$ cat config.mk
export PLATFORM = sky130hd
export DESIGN_NAME = memory_bus_arbiter
export DESIGN_NICKNAME = d
export VERILOG_FILES = /design/src/rtl/memory_bus_arbiter.sv
export SDC_FILE = /design/constraint.sdc
export NUM_CORES = 1
export LEC_CHECK = 0
export BUFFER_PORTS_ARGS = -buffer_cell sky130_fd_sc_hd__buf_2
export CORE_MARGIN = 2
export CORE_UTILIZATION = 39
export CTS_BUF_LIST = sky130_fd_sc_hd__clkbuf_8
export CTS_CLUSTER_DIAMETER = 80
export DETAILED_ROUTE_END_ITERATION = 7
export GPL_ROUTABILITY_DRIVEN = 1
export GPL_TIMING_DRIVEN = 0
export SYNTH_ARGS = -nofsm -noshare
export SYNTH_HDL_FRONTEND = slang
export SYNTH_SLANG_ARGS = --single-unit
$ cat constraint.sdc
create_clock -name i_Clock -period 5.28 [get_ports i_Clock]
set_input_delay 0.264 -clock i_Clock [delete_from_list [all_inputs] [get_ports i_Clock]]
set_output_delay 0.264 -clock i_Clock [all_outputs]
set_load 0.02 [all_outputs]
$ cat src/rtl/memory_bus_arbiter.sv
// Round-robin arbiter for the shared memory port with a hold-time watchdog.
// Optional MEM_ARB_CU_PRIORITY_EN: requester 0 (main CU) wins every idle arbitration it takes part in.
module memory_bus_arbiter #(
  parameter int p        = 4,
  parameter int MAX_HOLD = 256
) (
  input  logic                   i_Clock,
  input  logic                   i_Reset,
  input  logic [p:0]             i_Request,
  output logic [p:0]             o_Grant,
  output logic [$clog2(p+1)-1:0] o_Owner,
  output logic                   o_Busy,
  output logic                   o_Timeout
);
  localparam int N  = p + 1;
  localparam int OW = $clog2(N);
  localparam int CW = $clog2(MAX_HOLD + 1);

  typedef enum logic [1:0] {S_IDLE, S_GRANT, S_TURN} state_t;

  state_t          state, state_nx;
  logic [OW-1:0]   r_last, last_nx, owner_nx, winner;
  logic [CW-1:0]   cnt, cnt_nx;
  logic [p:0]      grant_nx;
  logic            busy_nx, to_nx, found;
  int              idx;

  // Scan starts just past the last winner so the winner becomes lowest priority.
  always_comb begin
    winner = '0;
    found  = 1'b0;
    idx    = 0;
    for (int k = 1; k <= N; k++) begin
      idx = (int'(r_last) + k) % N;
      if (!found && i_Request[idx]) begin
        winner = OW'(idx);
        found  = 1'b1;
      end
    end
`ifdef MEM_ARB_CU_PRIORITY_EN
    if (i_Request[0]) winner = '0;
`endif
  end

  always_comb begin
    state_nx = state;
    last_nx  = r_last;
    owner_nx = o_Owner;
    cnt_nx   = cnt;
    grant_nx = o_Grant;
    busy_nx  = o_Busy;
    to_nx    = 1'b0;
    case (state)
      S_IDLE: begin
        if (found) begin
          grant_nx         = '0;
          grant_nx[winner] = 1'b1;
          owner_nx         = winner;
          busy_nx          = 1'b1;
          last_nx          = winner;
          cnt_nx           = CW'(1);
          state_nx         = S_GRANT;
        end
      end
      S_GRANT: begin
        if (!i_Request[o_Owner]) begin
          grant_nx = '0;
          busy_nx  = 1'b0;
          state_nx = S_TURN;
        end else if (cnt == CW'(MAX_HOLD)) begin
          grant_nx = '0;
          busy_nx  = 1'b0;
          to_nx    = 1'b1;
          state_nx = S_TURN;
        end else if (cnt != '1) begin
          cnt_nx = cnt + CW'(1);
        end
      end
      S_TURN: begin
        grant_nx = '0;
        busy_nx  = 1'b0;
        state_nx = S_IDLE;
      end
      default: begin
        grant_nx = '0;
        busy_nx  = 1'b0;
        state_nx = S_IDLE;
      end
    endcase
  end

  always_ff @(posedge i_Clock or posedge i_Reset) begin
    if (i_Reset) begin
      state     <= S_IDLE;
      r_last    <= OW'(p);
      o_Owner   <= '0;
      cnt       <= '0;
      o_Grant   <= '0;
      o_Busy    <= 1'b0;
      o_Timeout <= 1'b0;
    end else begin
      state     <= state_nx;
      r_last    <= last_nx;
      o_Owner   <= owner_nx;
      cnt       <= cnt_nx;
      o_Grant   <= grant_nx;
      o_Busy    <= busy_nx;
      o_Timeout <= to_nx;
    end
  end
endmodule

# == Word level (Yosys, flattened, before mapping) ==
# Index checks and enable logic that the tools add are counted.
# totals
wordCells,97
mem_bits_rw,0
latch_bits,0
inputBits,7
n_memories,0
mem_bits_ro,0
output_inout_bits,10
register_bits,24
# classes
reduce_logical,14
n_bitwise,0
mul,0
n_shift,0
n_eq_ne,8
add_sub_neg,6
n_lt_le_gt_ge,8
div,5
mux,49
# op_table
cell,n
$lt 32x5->1 const B,5
$mod 32x4->32 const B,5
$mux 9,4
$mux 1,23
$bmux 1 s3,6
$pmux 9 s2,1
$mux 3,5
$mux 5,3
$pmux 5 s2,1
$add 9x1->9 const B,1
$eq 9x9->1 const B,1
$ne 9x9->1 const B,1
$add 3x2->4 const B,2
$add 3x3->4 const B,2
$lt 3x4->1 const B,2
$ne 2x2->1 const B,4
$mux 2,3
$logic_and 1x1->1,5
$reduce_and 5->1,1
$add 3x1->4 const B,1
$logic_not 1->1,4
$pmux 2 s2,1
$reduce_and 2->1,2
$demux 1 s3,1
6 further kinds,6

# == Depth between registers and ports, before layout ==
# Gate-level depths: netlist of run 1.
# depth
depth_word,24
ltp_mapped,22

# == Least setup slack after synthesis of run 1 ==
# No wires, ideal clock.
# synth_timing
kind,reg2reg
startpoint,register o_Owner[0]
endpoint,register o_Grant[3]
path_slack_ns,0.189
arrival_time_ns,4.969
stages_incl_launch_ff,23
period_less_slack_ns,5.091
required_ns,5.158
cell_sequence,dfrtp_1 buf_6 buf_2 inv_1 ha_1 buf_2 xnor2_1 inv_2 ha_1 or3b_2 o22ai_1 or2_2 ha_1 nand2b_1 o211a_1 o31a_1 o221ai_2 nand2_1 and2_4 a221oi_1 o22ai_1 o21a_1 a32o_1
# synth_via
elab_chain_len,4
elab_cells_between_ends,6
cone_classes,eq/ne (1); mux (4); reduce/logical (1)
# synth_rtl
element,line,rtl
"start, declared",11,"output logic [$clog2(p+1)-1:0] o_Owner,"
"start signal, assigned",104,o_Owner <= owner_nx;
$bmux 1 s3 *,66,if (!i_Request[o_Owner]) begin
$mux 1 (implied by the code) *,66,
$mux 5 / $ne 3x3->1 (equally long branches),n/a,
$pmux 5 s2 / $reduce_and 2->1 (equally long branches),n/a,
"end signal, assigned",106,o_Grant <= grant_nx;
"end, declared",10,"output logic [p:0] o_Grant,"
# Mark *: on every way between the ends. The rest lies on a longest branch, timed or not. The select of a mux whose other input is x is not followed.
# A chain may end at the register's enable or synchronous reset.

# == Worst setup path in the final report of run 1 ==
# Ends and elaborated chain as after synthesis.

==> results.json, run 1 <==
{
  "arrival_ns": 5.15,
  "synth.avg_cell_area_um2": 8.456,
  "cpPeakStageDelay_ns": 0.45,
  "die_y_um": 93.33,
  "boundaryPins": 17,
  "outcome": "finished, final reports clean",
  "track_usage": 0.1894,
  "min_path_type": "in -> async",
  "diodes": 0,
  "skew_ns": 0.004844,
  "numPortBuffers": 16,
  "dieWidth_um": 93.33,
  "via_per_inst": 5.784,
  "synth_ff_type": "dfrtp_1",
  "overflow": 0,
  "die_area_um2": 8710,
  "grt_max_degree": 22,
  "slew_headroom": 0.4706,
  "dp.final_hpwl_um": 6146,
  "crit_top_cell": "ha_1",
  "fin_nets": 434,
  "maxSlewViolCount": 0,
  "rows": 32,
  "setup_viol": 0,
  "wire_per_inst_um": 16.20,
  "path_delay_family": "compound AO/OA/AOI/OAI gates",
  "required_ns": 5.44,
  "postLayoutCellArea_um2": 3521,
  "hold_buffers": 0,
  "h-tree-depth": 1,
  "worst_setup_path_start_kind": "register",
  "cts_sinks": 21,
  "ys_top_cells_by_area": "dfrtp_1, ha_1, nand2_1",
  "synth_enable_flop_cells": 0,
  "vias": 2886,
  "totalWireLength_um": 8083,
  "area_delta_synth_final_pct": 13.15,
  "ys_ff_latch": 21,
  "post-route-min-period_ns": 4.996,
  "cts_root_buf": "clkbuf_8",
  "min_period_over_period": 0.9462,
  "synth.top_cell.area_share": 0.1608,
  "clkTransAtPathRegs_ns": 0.08,
  "synth_top_area_cell": "dfrtp_1",
  "place_area_um2": 3319,
  "worstSetupEndpointType": "register",
  "layout_setup_ws_ns": 0.2840,
  "syn_nets": 404,
  "drive_gt1_frac": 0.2116,
  "ys_warn_count": 0,
  "yosysUniqueCellTypes": 86,
  "worst_pin_slew_ns": 0.7932,
  "drtIter0Drc": 149,
  "clockBufferDepth": 2,
  "cts_tree": "yes",
  "setup_tns_ns": 0,
  "rsz0062_at_grt": "no",
  "start_util": 0.4027,
  "synthArstFlopShare": 1.000,
  "yosys-top-cells-count": "nand2_1, ha_1, nor2_1, dfrtp_1, inv_1",
  "syn_area_um2": 3112,
  "cap_violations": 0,
  "crit_buf_inv": 4,
  "ys_seq_area_frac": 0.1693,
  "antenna_found_initial": 0,
  "first_pass_iters": 5,
  "cts_made_buffers": 3,
  "crit_chain": "buf_6, clkinvlp_4, ha_4, buf_2, xnor2_4, inv_2, ha_1, or3b_2, o22ai_2, or2_2, ha_1, nand2b_1, o211a_1, o31a_1, o221ai_2, nand2_1, and2_4, a221oi_1, o22ai_1, o21a_1, a32o_1",
  "gp_congestion": 0.9027,
  "core-area_um2": 7727,
  "insertion_delay_ns": 0.26,
  "remaining_drc_errors": 0,
  "final_core_util": 0.4556,
  "drtAntennaViolNets": 0,
  "crit_slowest_cell": "or3b_2",
  "worstSetupPathType": "reg -> reg",
  "timing.final.hold_violations": 0,
  "place_ws_ns": -0.7729,
  "syn-instance-count": 368,
  "grt_pass1_vias": 2744,
  "max_freq_mhz": 200.2,
  "synth.most_common_cell": "nand2_1",
  "grt_pass1_wl_um": 13410,
  "worst-path-max-fanout": 19
}
-- cell type report --
class | count | area (um2)
Clock buffer | 3 | 41.29
Inverter | 24 | 103.9
Buffer | 12 | 82.58
Clock inverter | 1 | 5.005
Timing Repair Buffer | 26 | 155.1
Multi-Input combinational cell | 310 | 2476
Tap cell | 102 | 127.6
Fill cell | 762 | 4207
Sequential cell | 21 | 529.3
-- final timing paths --
path / slack [ns] / cells past startpoint / end / start
worst max-delay path: 0.28 / 21 / o_Grant[3] / o_Owner[0]
worst max register to register: 0.28 / 21 / o_Grant[3] / o_Owner[0]
worst min-delay path: 0.14 / 2 / cnt[3] / i_Reset
worst min register to register: 0.49 / 1 / o_Grant[4] / o_Grant[4]
min in group i_Clock: 0.49 / 1 / o_Grant[4] / o_Grant[4]
max in group asynchronous: 4.60 / 2 / o_Owner[0] / i_Reset
-- metrics by stage --
| step | std cells | hold WS [ns] |
|---|---|---|
| global route | 499 | 0.2058 |
| floorplan | 368 | 0.2398 |
| finish | 499 | 0.1380 |
| detailed placement | 486 | 0.4520 |
| CTS | 492 | 0.1667 |
| global placement | 486 | 0.4422 |
-- cells in the final DEF, fill, tap and decap left out, types with 7 or more instances in the layout --
cell,synthesis,layout
nor3_1,9,9
a211oi_1,9,9
nor3b_1,10,10
nand2_1,32,32
mux2i_1,7,7
a21oi_1,12,12
xnor2_1,10,8
buf_4,2,13
buf_2,5,19
o31ai_1,7,7
o21a_1,7,7
nor2_1,23,23
dfrtp_1,20,18
ha_1,29,28
o21ai_0,15,14
inv_1,20,17
nand2b_1,14,14
-- routing by layer --
layer,track usage,wire length [um]
met4,0.03064,70
met2,0.3201,3856
met3,0.01612,275
met5,0,0
met1,0.2674,3881
-- flip-flops by register name, indices dropped and copies added, names as in the netlist --
register   flops
cnt            9
o_Grant        5
o_Owner        3
o_Timeout      1
r_last         1
state          2
-- cells by family (layout without fill, tap and decap cells) --
family | count (synthesis) | after routing | synth area share
flip-flops | 21 | 21 | 0.1693
multiplexers | 13 | 13 | 0.05147
AND/OR/NAND/NOR | 131 | 131 | 0.2380
XOR/XNOR | 17 | 17 | 0.05629
adder cells (fa/ha/maj) | 29 | 29 | 0.1166
AO/OA/AOI/OAI | 120 | 120 | 0.3112
buffers and inverters | 37 | 66 | 0.05709
-- what timing repair did --
action                                  in CTS  in global routing
endpoints found under the setup margin      19                 12
buffers inserted                             3                  7
hold endpoints to repair                     0                  0
pin swaps                                    0                  1
resized for setup                            7                 10
Power of run 1 is not shown: default switching activity piles up to over one toggle a cycle in this logic, so the estimate is an artifact.
==> run 2, diff against run 1 <==
--- a/config.mk
+++ b/config.mk
@@ -7,7 +7,7 @@
 export LEC_CHECK = 0
 export BUFFER_PORTS_ARGS = -buffer_cell sky130_fd_sc_hd__buf_2
 export CORE_MARGIN = 2
-export CORE_UTILIZATION = 39
+export CORE_UTILIZATION = 38
 export CTS_BUF_LIST = sky130_fd_sc_hd__clkbuf_8
 export CTS_CLUSTER_DIAMETER = 80
 export DETAILED_ROUTE_END_ITERATION = 7
==> run 2 against run 1 <==
  * Global-route usage is 0.30 points lower
  * Core utilization fell by 2.1 points
  * Register-to-register slack hardly changed
  * Sequential share of layout area barely moved
  * Cell area about the same
  * Fmax grew 0.16%
  * Via count up 1.1%
  * Sequential cell count is the same
  * Non-clock buffer count shrank 1
  * Setup slack better by 0.0078 ns
==> results.json, run 2 (synthesis gave the netlist of run 1 again) <==
{
  "outcome": "finished, final reports clean",
  "fillerInstances": 847,
  "track_usage": 0.1864,
  "min_period_over_period": 0.9447,
  "hold_buffers": 0,
  "rows": 33,
  "min_path_type": "in -> async",
  "via_per_inst": 5.824,
  "insertion_delay_ns": 0.26,
  "worst-path-max-fanout": 19,
  "drtIter0Drc": 154,
  "boundaryPins": 17,
  "die_area_um2": 8928,
  "largest_reg_flops": 9,
  "cap_violations": 0,
  "setup_viol": 0,
  "reg_top3": "cnt x9, o_Grant x5, o_Owner x3",
  "diodes": 0,
  "grt_pass1_vias": 2895,
  "remaining_drc_errors": 0,
  "fin_nets": 433,
  "rsz0062_at_grt": "no",
  "post-route-min-period_ns": 4.988,
  "clockBufferDepth": 2,
  "place_ws_ns": -0.8038,
  "final_common_cell": "nand2_1",
  "timing.final.hold_violations": 0,
  "vias": 2918,
  "required_ns": 5.43,
  "start_util": 0.3845,
  "multi_input_area_um2": 2475,
  "wire_per_inst_um": 16.14,
  "core-area_um2": 8093,
  "maxSlewViolCount": 0,
  "cts_tree": "yes",
  "clkTransAtPathRegs_ns": 0.07,
  "cts_made_buffers": 3,
  "gp_congestion": 0.8353,
  "layout_setup_ws_ns": 0.2918,
  "crit_chain": "buf_8, clkinvlp_4, ha_4, buf_2, xnor2_4, inv_2, ha_1, or3b_2, o22ai_2, or2_2, ha_1, nand2b_1, o211a_1, o31a_1, o22ai_1, o21ai_1, and2_4, a221oi_1, o22ai_1, o21a_1, a32o_1",
  "path_delay_family": "compound AO/OA/AOI/OAI gates",
  "totalWireLength_um": 8085,
  "antenna_found_initial": 0,
  "first_pass_iters": 4,
  "h-tree-depth": 1,
  "die_y_um": 94.49,
  "worst_pin_slew_ns": 0.7770,
  "grt_max_degree": 22,
  "arrival_ns": 5.14,
  "dieWidth_um": 94.49,
  "grt_pass1_wl_um": 13400,
  "worst_setup_path_start_kind": "register",
  "max_freq_mhz": 200.5,
  "regArea_um2": 529.3,
  "numPortBuffers": 16,
  "drtAntennaViolNets": 0,
  "skew_ns": 0.001472,
  "reg2reg_setup_slack_ns": 0.29,
  "mostFrequentLayoutCells": "nand2_1, ha_1, nor2_1",
  "overflow": 0,
  "top_register": "cnt",
  "worstSetupEndpointType": "register",
  "slew_headroom": 0.4814,
  "crit_slowest_cell": "or3b_2",
  "dp.final_hpwl_um": 6241,
  "drive_gt1_frac": 0.2096,
  "cts_root_buf": "clkbuf_8",
  "cts_sinks": 21,
  "cpPeakStageDelay_ns": 0.45,
  "crit_buf_inv": 4,
  "worstSetupPathType": "reg -> reg",
  "area_delta_synth_final_pct": 13.11
}
run 2: changes by cell type in the layout (fill, tap and decap cells not counted), sizes merged:
| cell | before | now |
|---|---|---|
| buf | 35 | 34 |
run 2: what timing repair did:
action                     CTS  global route
resized for setup            7            10
setup endpoints to repair   19            18
buffers inserted             3             6
run 2: layer usage:
metal  vias up  GRT usage  share of wire
li1       1434          -              -
met1      1438     0.2335           0.47
met2        40     0.3440           0.49
met3         6    0.02394          0.030
met4         0    0.03382         0.0093
met5         -          0              0
run 2: cell type report:
cell class | count | area share
buffer | 12 | 0.02453
clock buffer | 3 | 0.01173
clock inverter | 1 | 0.001422
inverter | 24 | 0.02951
multi-input combinational | 310 | 0.7032
sequential | 21 | 0.1504
tap | 105 | 0.03733
timing repair buffer | 25 | 0.04195
run 2: stage by stage:
stage                       util  instances  setup TNS, ns  hold slack, ns  cell area, um2
after floorplan                -        368              0          0.2398            3112
after global placement    0.4106        489         -9.920          0.4481            3323
after detailed placement  0.4106        489         -10.49          0.4514            3323
after CTS                 0.4222        495              0          0.1621            3417
after global routing      0.4349        501              0          0.2183            3520
final                     0.4349        501              0          0.1361            3520
run 2: final timing paths:
check,from,to,cells past startpoint
min in group i_Clock,o_Grant[4],o_Grant[4],1
worst max register to register,o_Owner[0],o_Grant[3],21
worst min-delay path,i_Reset,o_Grant[0],2
max in group asynchronous,i_Reset,o_Owner[0],2
worst min register to register,o_Grant[4],o_Grant[4],1
worst max-delay path,o_Owner[0],o_Grant[3],21
run 2: worst register-to-register path, delay by kind of cell (launching register included):
kind | cells | cell delay, ns
compound gates | 9 | 2.01
simple gates | 4 | 0.93
buf+inv | 4 | 0.65
fa+ha+maj | 3 | 0.63
flops | 1 | 0.42
xor+xnor | 1 | 0.24
Power of run 2 is left out for the same reason.
